## config.mk

```make
export PLATFORM = sky130hd
export DESIGN_NAME = spi_controller
export DESIGN_NICKNAME = d
export VERILOG_FILES = /design/src/rtl/spi_pkg.sv /design/src/rtl/spi_ctrl_timer.sv /design/src/rtl/spi_controller.sv
export SDC_FILE = /design/constraint.sdc
export NUM_CORES = 1
export LEC_CHECK = 0
export CAP_MARGIN = 20
export CORE_MARGIN = 5
export CORE_UTILIZATION = 54
export DETAILED_ROUTE_END_ITERATION = 10
export GPL_TIMING_DRIVEN = 0
export PLACE_DENSITY_LB_ADDON = 0.05
export SLEW_MARGIN = 20
export SYNTH_ARGS = -nofsm -noshare
export SYNTH_HDL_FRONTEND = slang
export SYNTH_HIERARCHICAL = 1
export SYNTH_SLANG_ARGS = --single-unit
```

## constraint.sdc

```tcl
create_clock -name clk -period 3.45 [get_ports clk]
set_clock_uncertainty 0.15 [all_clocks]
set_input_delay 0.345 -clock clk [delete_from_list [all_inputs] [get_ports clk]]
set_output_delay 0.345 -clock clk [all_outputs]
set_load 0.01 [all_outputs]
```

## src/rtl/spi_pkg.sv

```systemverilog
// Shared definitions for the SPI register frame and the controller state machine.
package spi_pkg;

  localparam int FRAME_W  = 16;
  localparam int ADDR_W   = 7;
  localparam int DATA_W   = 8;
  localparam int RW_BIT   = 15;
  localparam int ADDR_MSB = 14;
  localparam int ADDR_LSB = 8;
  localparam int DATA_MSB = 7;
  localparam int DATA_LSB = 0;

  localparam logic [ADDR_W-1:0] MAX_ADDRESS = 7'h04;

  typedef enum logic [2:0] {
    ST_IDLE,
    ST_SETUP,
    ST_SHIFT_HI,
    ST_SHIFT_LO,
    ST_HOLD,
    ST_GAP
  } ctrl_state_t;

  function automatic logic [FRAME_W-1:0] pack_frame(
    input logic              write,
    input logic [ADDR_W-1:0] addr,
    input logic [DATA_W-1:0] data
  );
    logic [FRAME_W-1:0] frame;
    frame                      = '0;
    frame[RW_BIT]              = write;
    frame[ADDR_MSB:ADDR_LSB]   = addr;
    frame[DATA_MSB:DATA_LSB]   = data;
    return frame;
  endfunction

endpackage

```

## src/rtl/spi_ctrl_timer.sv

```systemverilog
// Loadable 8-bit down-counter; parks at zero so the zero flag marks the last
// cycle of a setup, half-period, hold or gap interval.
module spi_ctrl_timer (
  input  logic       clk,
  input  logic       rst_n,
  input  logic       load,
  input  logic [7:0] load_value,
  output logic       zero
);

  logic [7:0] count;

  always_ff @(posedge clk or negedge rst_n) begin
    if (!rst_n) begin
      count <= '0;
    end else if (load) begin
      count <= load_value;
    end else if (count != 8'd0) begin
      count <= count - 8'd1;
    end
  end

  assign zero = (count == 8'd0);

endmodule

```

## src/rtl/spi_controller.sv

```systemverilog
// SPI mode-0 initiator: shifts one 16-bit R/W + address + data frame per
// accepted command and returns the MISO byte captured during the data phase.
module spi_controller
  import spi_pkg::*;
#(
  parameter int CLK_DIV  = 4,
  parameter int CS_SETUP = 2,
  parameter int CS_HOLD  = 2,
  parameter int CS_IDLE  = 4
) (
  input  logic              clk,
  input  logic              rst_n,
  input  logic              cmd_valid,
  output logic              cmd_ready,
  input  logic              cmd_write,
  input  logic [ADDR_W-1:0] cmd_addr,
  input  logic [DATA_W-1:0] cmd_data,
  output logic              busy,
  output logic              done,
  output logic [DATA_W-1:0] rx_data,
  output logic              sclk,
  output logic              mosi,
  output logic              cs_n,
  input  logic              miso
);

  localparam logic [7:0] SETUP_LD = 8'(CS_SETUP - 1);
  localparam logic [7:0] HALF_LD  = 8'(CLK_DIV - 1);
  localparam logic [7:0] HOLD_LD  = 8'(CS_HOLD - 1);
  localparam logic [7:0] GAP_LD   = 8'(CS_IDLE - 1);

  ctrl_state_t        state;
  logic [FRAME_W-1:0] shift_reg;
  logic [FRAME_W-1:0] next_frame;
  logic [DATA_W-1:0]  rx_shift;
  logic [3:0]         bit_idx;
  logic               miso_meta;
  logic               miso_sync;
  logic               accept;
  logic               timer_load;
  logic [7:0]         timer_value;
  logic               timer_zero;

  assign accept     = cmd_valid && cmd_ready;
  assign next_frame = pack_frame(cmd_write, cmd_addr, cmd_data);

  always_ff @(posedge clk or negedge rst_n) begin
    if (!rst_n) begin
      miso_meta <= 1'b0;
      miso_sync <= 1'b0;
    end else begin
      miso_meta <= miso;
      miso_sync <= miso_meta;
    end
  end

  // Each interval is loaded with its length minus one on the edge that enters it.
  always_comb begin
    timer_load  = 1'b0;
    timer_value = '0;
    case (state)
      ST_IDLE: begin
        if (accept) begin
          timer_load  = 1'b1;
          timer_value = SETUP_LD;
        end
      end
      ST_SETUP, ST_SHIFT_LO: begin
        if (timer_zero) begin
          timer_load  = 1'b1;
          timer_value = HALF_LD;
        end
      end
      ST_SHIFT_HI: begin
        if (timer_zero) begin
          timer_load  = 1'b1;
          timer_value = (bit_idx == 4'd0) ? HOLD_LD : HALF_LD;
        end
      end
      ST_HOLD: begin
        if (timer_zero) begin
          timer_load  = 1'b1;
          timer_value = GAP_LD;
        end
      end
      default: begin
      end
    endcase
  end

  spi_ctrl_timer u_timer (
    .clk        (clk),
    .rst_n      (rst_n),
    .load       (timer_load),
    .load_value (timer_value),
    .zero       (timer_zero)
  );

  always_ff @(posedge clk or negedge rst_n) begin
    if (!rst_n) begin
      state     <= ST_IDLE;
      cs_n      <= 1'b1;
      sclk      <= 1'b0;
      mosi      <= 1'b0;
      cmd_ready <= 1'b0;
      busy      <= 1'b0;
      done      <= 1'b0;
      rx_data   <= '0;
      shift_reg <= '0;
      rx_shift  <= '0;
      bit_idx   <= '0;
    end else begin
      done <= 1'b0;
      case (state)
        ST_IDLE: begin
          cmd_ready <= 1'b1;
          if (accept) begin
            shift_reg <= next_frame;
            mosi      <= next_frame[RW_BIT];
            cs_n      <= 1'b0;
            sclk      <= 1'b0;
            busy      <= 1'b1;
            cmd_ready <= 1'b0;
            bit_idx   <= 4'(FRAME_W - 1);
            state     <= ST_SETUP;
          end
        end
        ST_SETUP: begin
          if (timer_zero) begin
            sclk  <= 1'b1;
            state <= ST_SHIFT_HI;
          end
        end
        ST_SHIFT_HI: begin
          if (timer_zero) begin
            sclk <= 1'b0;
            if (bit_idx == 4'd0) begin
              state <= ST_HOLD;
            end else begin
              shift_reg <= shift_reg << 1;
              mosi      <= shift_reg[RW_BIT-1];
              bit_idx   <= bit_idx - 4'd1;
              state     <= ST_SHIFT_LO;
            end
          end
        end
        ST_SHIFT_LO: begin
          // Rising edge: the responder's data byte occupies bit indices 7..0.
          if (timer_zero) begin
            sclk  <= 1'b1;
            state <= ST_SHIFT_HI;
            if (bit_idx <= 4'(DATA_MSB)) begin
              rx_shift <= {rx_shift[DATA_W-2:0], miso_sync};
            end
          end
        end
        ST_HOLD: begin
          if (timer_zero) begin
            cs_n    <= 1'b1;
            done    <= 1'b1;
            rx_data <= rx_shift;
            mosi    <= 1'b0;
            state   <= ST_GAP;
          end
        end
        ST_GAP: begin
          if (timer_zero) begin
            busy      <= 1'b0;
            cmd_ready <= 1'b1;
            state     <= ST_IDLE;
          end
        end
        default: begin
          state <= ST_IDLE;
        end
      endcase
    end
  end

endmodule

```

; ---- Word level (Yosys, flattened, before mapping)
; Cells that the tools add are included.
; W data, S select, Z words.
[totals]
regBits = 54
mem_bits_ro = 0
memories = 0
ram_bits = 0
input_bits = 20
out_inout_bits = 14
latch_bits = 0
[classes]
muxes = 39
eq_ne = 11
n_bitwise = 0
n_mul = 0
reduce_logical = 23
div_mod_pow = 0
add_sub_neg = 2
shifts = 0
n_lt_le_gt_ge = 1
[op_table]
columns = operator, count
row1 = $mux W15, 3
row2 = $pmux W15 S2, 1
row3 = $mux W3, 6
row4 = $mux W8, 2
row5 = $pmux W3 S5, 1
row6 = $mux W1, 12
row7 = $mux W4, 3
row8 = $ne A2 B2 Y1 const B, 5
row9 = $reduce_and A5 Y1, 2
row10 = $reduce_and A3 Y1, 3
row11 = $logic_not A8 Y1, 1
row12 = $pmux W1 S2, 4
row13 = $pmux W4 S2, 1
row14 = $reduce_and A4 Y1, 2
row15 = $reduce_bool A2 Y1, 4
row16 = $reduce_bool A8 Y1, 1
row17 = $sub A8 B1 Y8 const B, 1
row18 = $eq A3 B2 Y1 const B, 2
row19 = $eq A3 B3 Y1 const B, 2
row20 = $mux W2, 3
row21 = $pmux W1 S3, 2
row22 = $pmux W2 S3, 1
row23 = $reduce_bool A3 Y1, 2
row24 = $le A4 B3 Y1 const B, 1
row25 = other kinds (10), 11

; ---- Longest topological paths before layout
[depth]
depth_word = 5
ltp_mapped = 12
depth_no_buf = 10

; ---- Cells and area by module
; Netlist, hierarchy kept.
[modules_own_cells]
columns = module, cells_each, seq_area_each_um2, n_inst, area_per_inst_um2
row1 = spi_controller, 177, 1152.4, 1, 2093.3
row2 = spi_ctrl_timer, 54, 200.2, 1, 488.0

; ---- Least setup slack after synthesis
; OpenSTA, ideal clock, no wires.
[synth_timing]
kind = reg-to-reg
from = register u_timer.count[3]
to = register u_timer.count[5]
n_path_buf = 4
t_required_ps = 3196
t_arrival_ps = 2631
setup_slack_ps = 565
path_stages_with_launch = 11
path_cell_list = dfrtp_1 > buf_6 > or4_4 > nor3_1 > buf_4 > and3_1 > buf_2 > a21o_1 > inv_1 > clkbuf_1 > a221oi_1
[synth_via]
elab_chain_len = 4
[synth_rtl]
columns = item, line
row1 = start: declaration, spi_ctrl_timer.sv:11  ; logic [7:0] count;
row2 = start signal: assignment, spi_ctrl_timer.sv:17  ; count <= load_value;
row3 = start signal: assignment, spi_ctrl_timer.sv:19  ; count <= count - 8'd1;
row4 = $logic_not A8 Y1 *, spi_ctrl_timer.sv:23  ; assign zero = (count == 8'd0);
row5 = via timer_zero, spi_controller.sv:42  ; logic timer_zero;
row6 = $mux W1 *, "spi_controller.sv:69, spi_controller.sv:75, spi_controller.sv:81"
row7 = $pmux W1 S2 *, spi_controller.sv:61  ; case (state)
row8 = via timer_load, spi_controller.sv:40  ; logic timer_load;
row9 = $mux W8 / $reduce_bool A2 Y1 (equally long branches), n/a
; Mark *: on every way through the listed nets, which the timed path passes. The rest lies on a longest branch. The select of a mux whose other input is x is not followed.
; A chain may end at the register's enable or synchronous reset.

; ---- Worst setup path after layout
; Ends and elaborated chain as after synthesis.

==> metrics.cfg <==
[outcome]
status=finished, final reports clean

[setup_path]
worst_ep_arrival_time_ns=3.22
slowest_stage=or4_4
crit_path_end_kind=register
cp-start-kind=register
crit_type=reg -> reg
reg2regPathDepth=10
max_stage_delay_ns=0.56
cp.required_ns=3.51
path_max_fanout=10
r2r_setup_slack_ns=0.30
cp_cell_sequence=buf_6 -> or4_4 -> nor3_2 -> buf_4 -> and3_1 -> clkbuf_4 -> a21o_1 -> inv_1 -> clkbuf_1 -> a221oi_1

[synthesis]
ys_warn_count=6
ys_seq_area_frac=0.5240
syn_area_sq_mm=0.002581
syn_avg_cell_area_sq_um=11.17
ys_async_sr_fraction=1.000
syn_inst=231
ys.flop_type=dfrtp_1
synth_edf_count=0
synth-seq-cells=54
synth.distinct_cells=52

[placed_design]
io_buffer_count=33
dp_cells=323
hpwl_mm=3.747
gp_congestion=0.8007

[grt]
grt_pass1_vias=1916
grt_max_degree=55
grt_pass1_wl_mm=9.032
antenna_found_initial=0
gr-usage-all-layers=0.1795
grt_overflow=0

[clock_tree]
cts_buffers=5
cts_tree=built
clk_latency_ns=0.31
numClockSinks=54
root_buffer=clkbuf_8
cts_max_path_buffers=2
cts.clk_slew.worst_paths_ns=0.11
htreeDepth=2

[run]
drv_cap=0

[sta]
setup_violations=0
worst_pin_slew_ns=0.7386
drv_slew=0
relSlewSlack=0.5030
finalCritPeriodShare=0.9141
rsz0062_at_grt=false
final.min_clock_period_ns=3.153
whs_ns=0.2211
fin_setup_tns_ns=0
timing.fmax_mhz=317.1
hold_viol_final=0

[finish]
nets=299
drive_gt1_frac=0.1655
syn2layout_area_growth_pct=20.31
largest_reg_flops=15
fillers=410
final_cells=332
antenna_cells=0

[floorplan]
io_pins=34
row_count=25
die_h_microns=79.14
start_util=0.5501
fp.dieArea_sq_mm=0.006262
core_region_area_sq_mm=0.004692
die_w_microns=79.14

[route]
wirelength_mm=5.328
first_pass_iters=4
vias_per_cell=5.759
vias=1912
wl_per_cell_microns=16.05
drt_iter0_drc=94
ant_nets=0
drcViolationCount=0

[power_and_ir_drop]
power.leakage_uw=0.001341
ir_worst_vdd_uv=300.0
power_density_mw_per_mm2=586.5

[worst_hold_path]
hold_depth=0
hp-class=reg -> reg

-- per-stage QoR --
step,worst slack (ns),utilization,power (uW),area (sq um)
6_report,0.2965,0.6619,1821,3105
5_1_grt,0.03950,0.6619,1947,3105
4_1_cts,0.03961,0.6603,1832,3098
3_5_place_dp,0.08321,0.6384,1466,2995
3_3_place_gp,0.07888,0.6389,1447,2998
2_1_floorplan,0.5654,-,1289,2600
-- synthesized netlist by cell type, types with 2 or more instances --
cell | count | area, sq um
a21o_1 | 3 | 22.52
a21oi_1 | 9 | 45.04
a22oi_1 | 2 | 15.01
a2bb2oi_1 | 15 | 131.4
a31oi_1 | 4 | 25.02
and3_1 | 2 | 12.51
buf_2 | 3 | 15.01
buf_4 | 4 | 30.03
buf_6 | 4 | 45.04
clkbuf_1 | 4 | 15.01
dfrtp_1 | 53 | 1326
ha_1 | 2 | 25.02
inv_1 | 13 | 48.80
mux2_2 | 9 | 101.4
mux2_4 | 8 | 120.1
nand2_1 | 6 | 22.52
nand3_1 | 3 | 15.01
nor2_1 | 17 | 63.81
nor3_1 | 5 | 25.02
nor3b_1 | 2 | 15.01
nor4_1 | 2 | 12.51
o21ai_0 | 11 | 55.05
o221a_2 | 2 | 22.52
o22ai_1 | 15 | 93.84
o31ai_1 | 4 | 30.03
or3_1 | 2 | 12.51
or4_1 | 2 | 15.01
-- layer usage --
metal | routed length [microns] | global-route usage | part of all wire
met5 | 0 | 0 | 0
met4 | 18 | 0.04639 | 0.0034
met3 | 150 | 0.02721 | 0.028
met1 | 2742 | 0.2613 | 0.51
met2 | 2418 | 0.2811 | 0.45
-- critical path, delay by kind of cell, from the launching register on --
kind / cells / cell delay, ns
simple gates: 3 / 1.06
flops: 1 / 0.39
buf+inv: 5 / 0.95
compound gates: 2 / 0.52
-- layout by cell type, fill, tap and decap left out, drive strengths merged, types with 2 or more instances in the layout --
master and n:
conb 6, a2bb2oi 15, o221a 2, or4 3, a22oi 2, a21oi 10, a21o 3, nor4 2
mux2 17, nor2 17, buf 11, ha 2, clkinvlp 2, o22ai 15, dfrtp 53, clkbuf 10
nor3b 2, nand2 7, o21ai 11, and3 2, clkdlybuf4s50 32, nor3 5, inv 14, or3 2
a31oi 4, nand3 4, o31ai 4
-- power by group --
group	switching, uW	internal (uW)	leakage (uW)
clock network	219	146	0.0000408
registers	126	792	0.000640
logic	261	279	0.000660
total	605	1220	0.00134
-- final cells by class --
cell class	count	area, sq um	area share
sequential	54	1353	0.4355
clock buffer	5	68.82	0.02216
tap	54	67.56	0.02176
clock inverter	3	23.77	0.007655
inverter	13	48.80	0.01571
multi-input combinational	154	1099	0.3537
buffer	15	107.6	0.03465
timing repair buffer	34	337.8	0.1088
-- logic make-up after synthesis --
family                     Yosys count  synth area share
AOI/OAI and AO/OA                   76            0.2070
DFF                                 54            0.5240
and+or+nand+nor                     51            0.1052
buffers and inverters               28           0.05962
muxes                               18           0.08968
adders and majority gates            2          0.009693
other                                1          0.001453
xor gates and xnor gates             1          0.003394
-- worst paths after layout --
path	start	to
max reg2reg	u_timer/count[3]	u_timer/count[5]
min in group asynchronous	rst_n	shift_reg[12]
min reg2reg	miso_meta	miso_sync
min	miso_meta	miso_sync
max in group asynchronous	rst_n	bit_idx[1]
max	u_timer/count[3]	u_timer/count[5]
-- timing repair --
item | CTS | global route
setup buffers | 0 | 0
hold buffers | 1 | 0
hold endpoints to repair | 53 | 0
gates resized for setup | 0 | 2
endpoints found under the setup margin | 0 | 6
No activity file was read; power rests on OpenSTA's default activity.
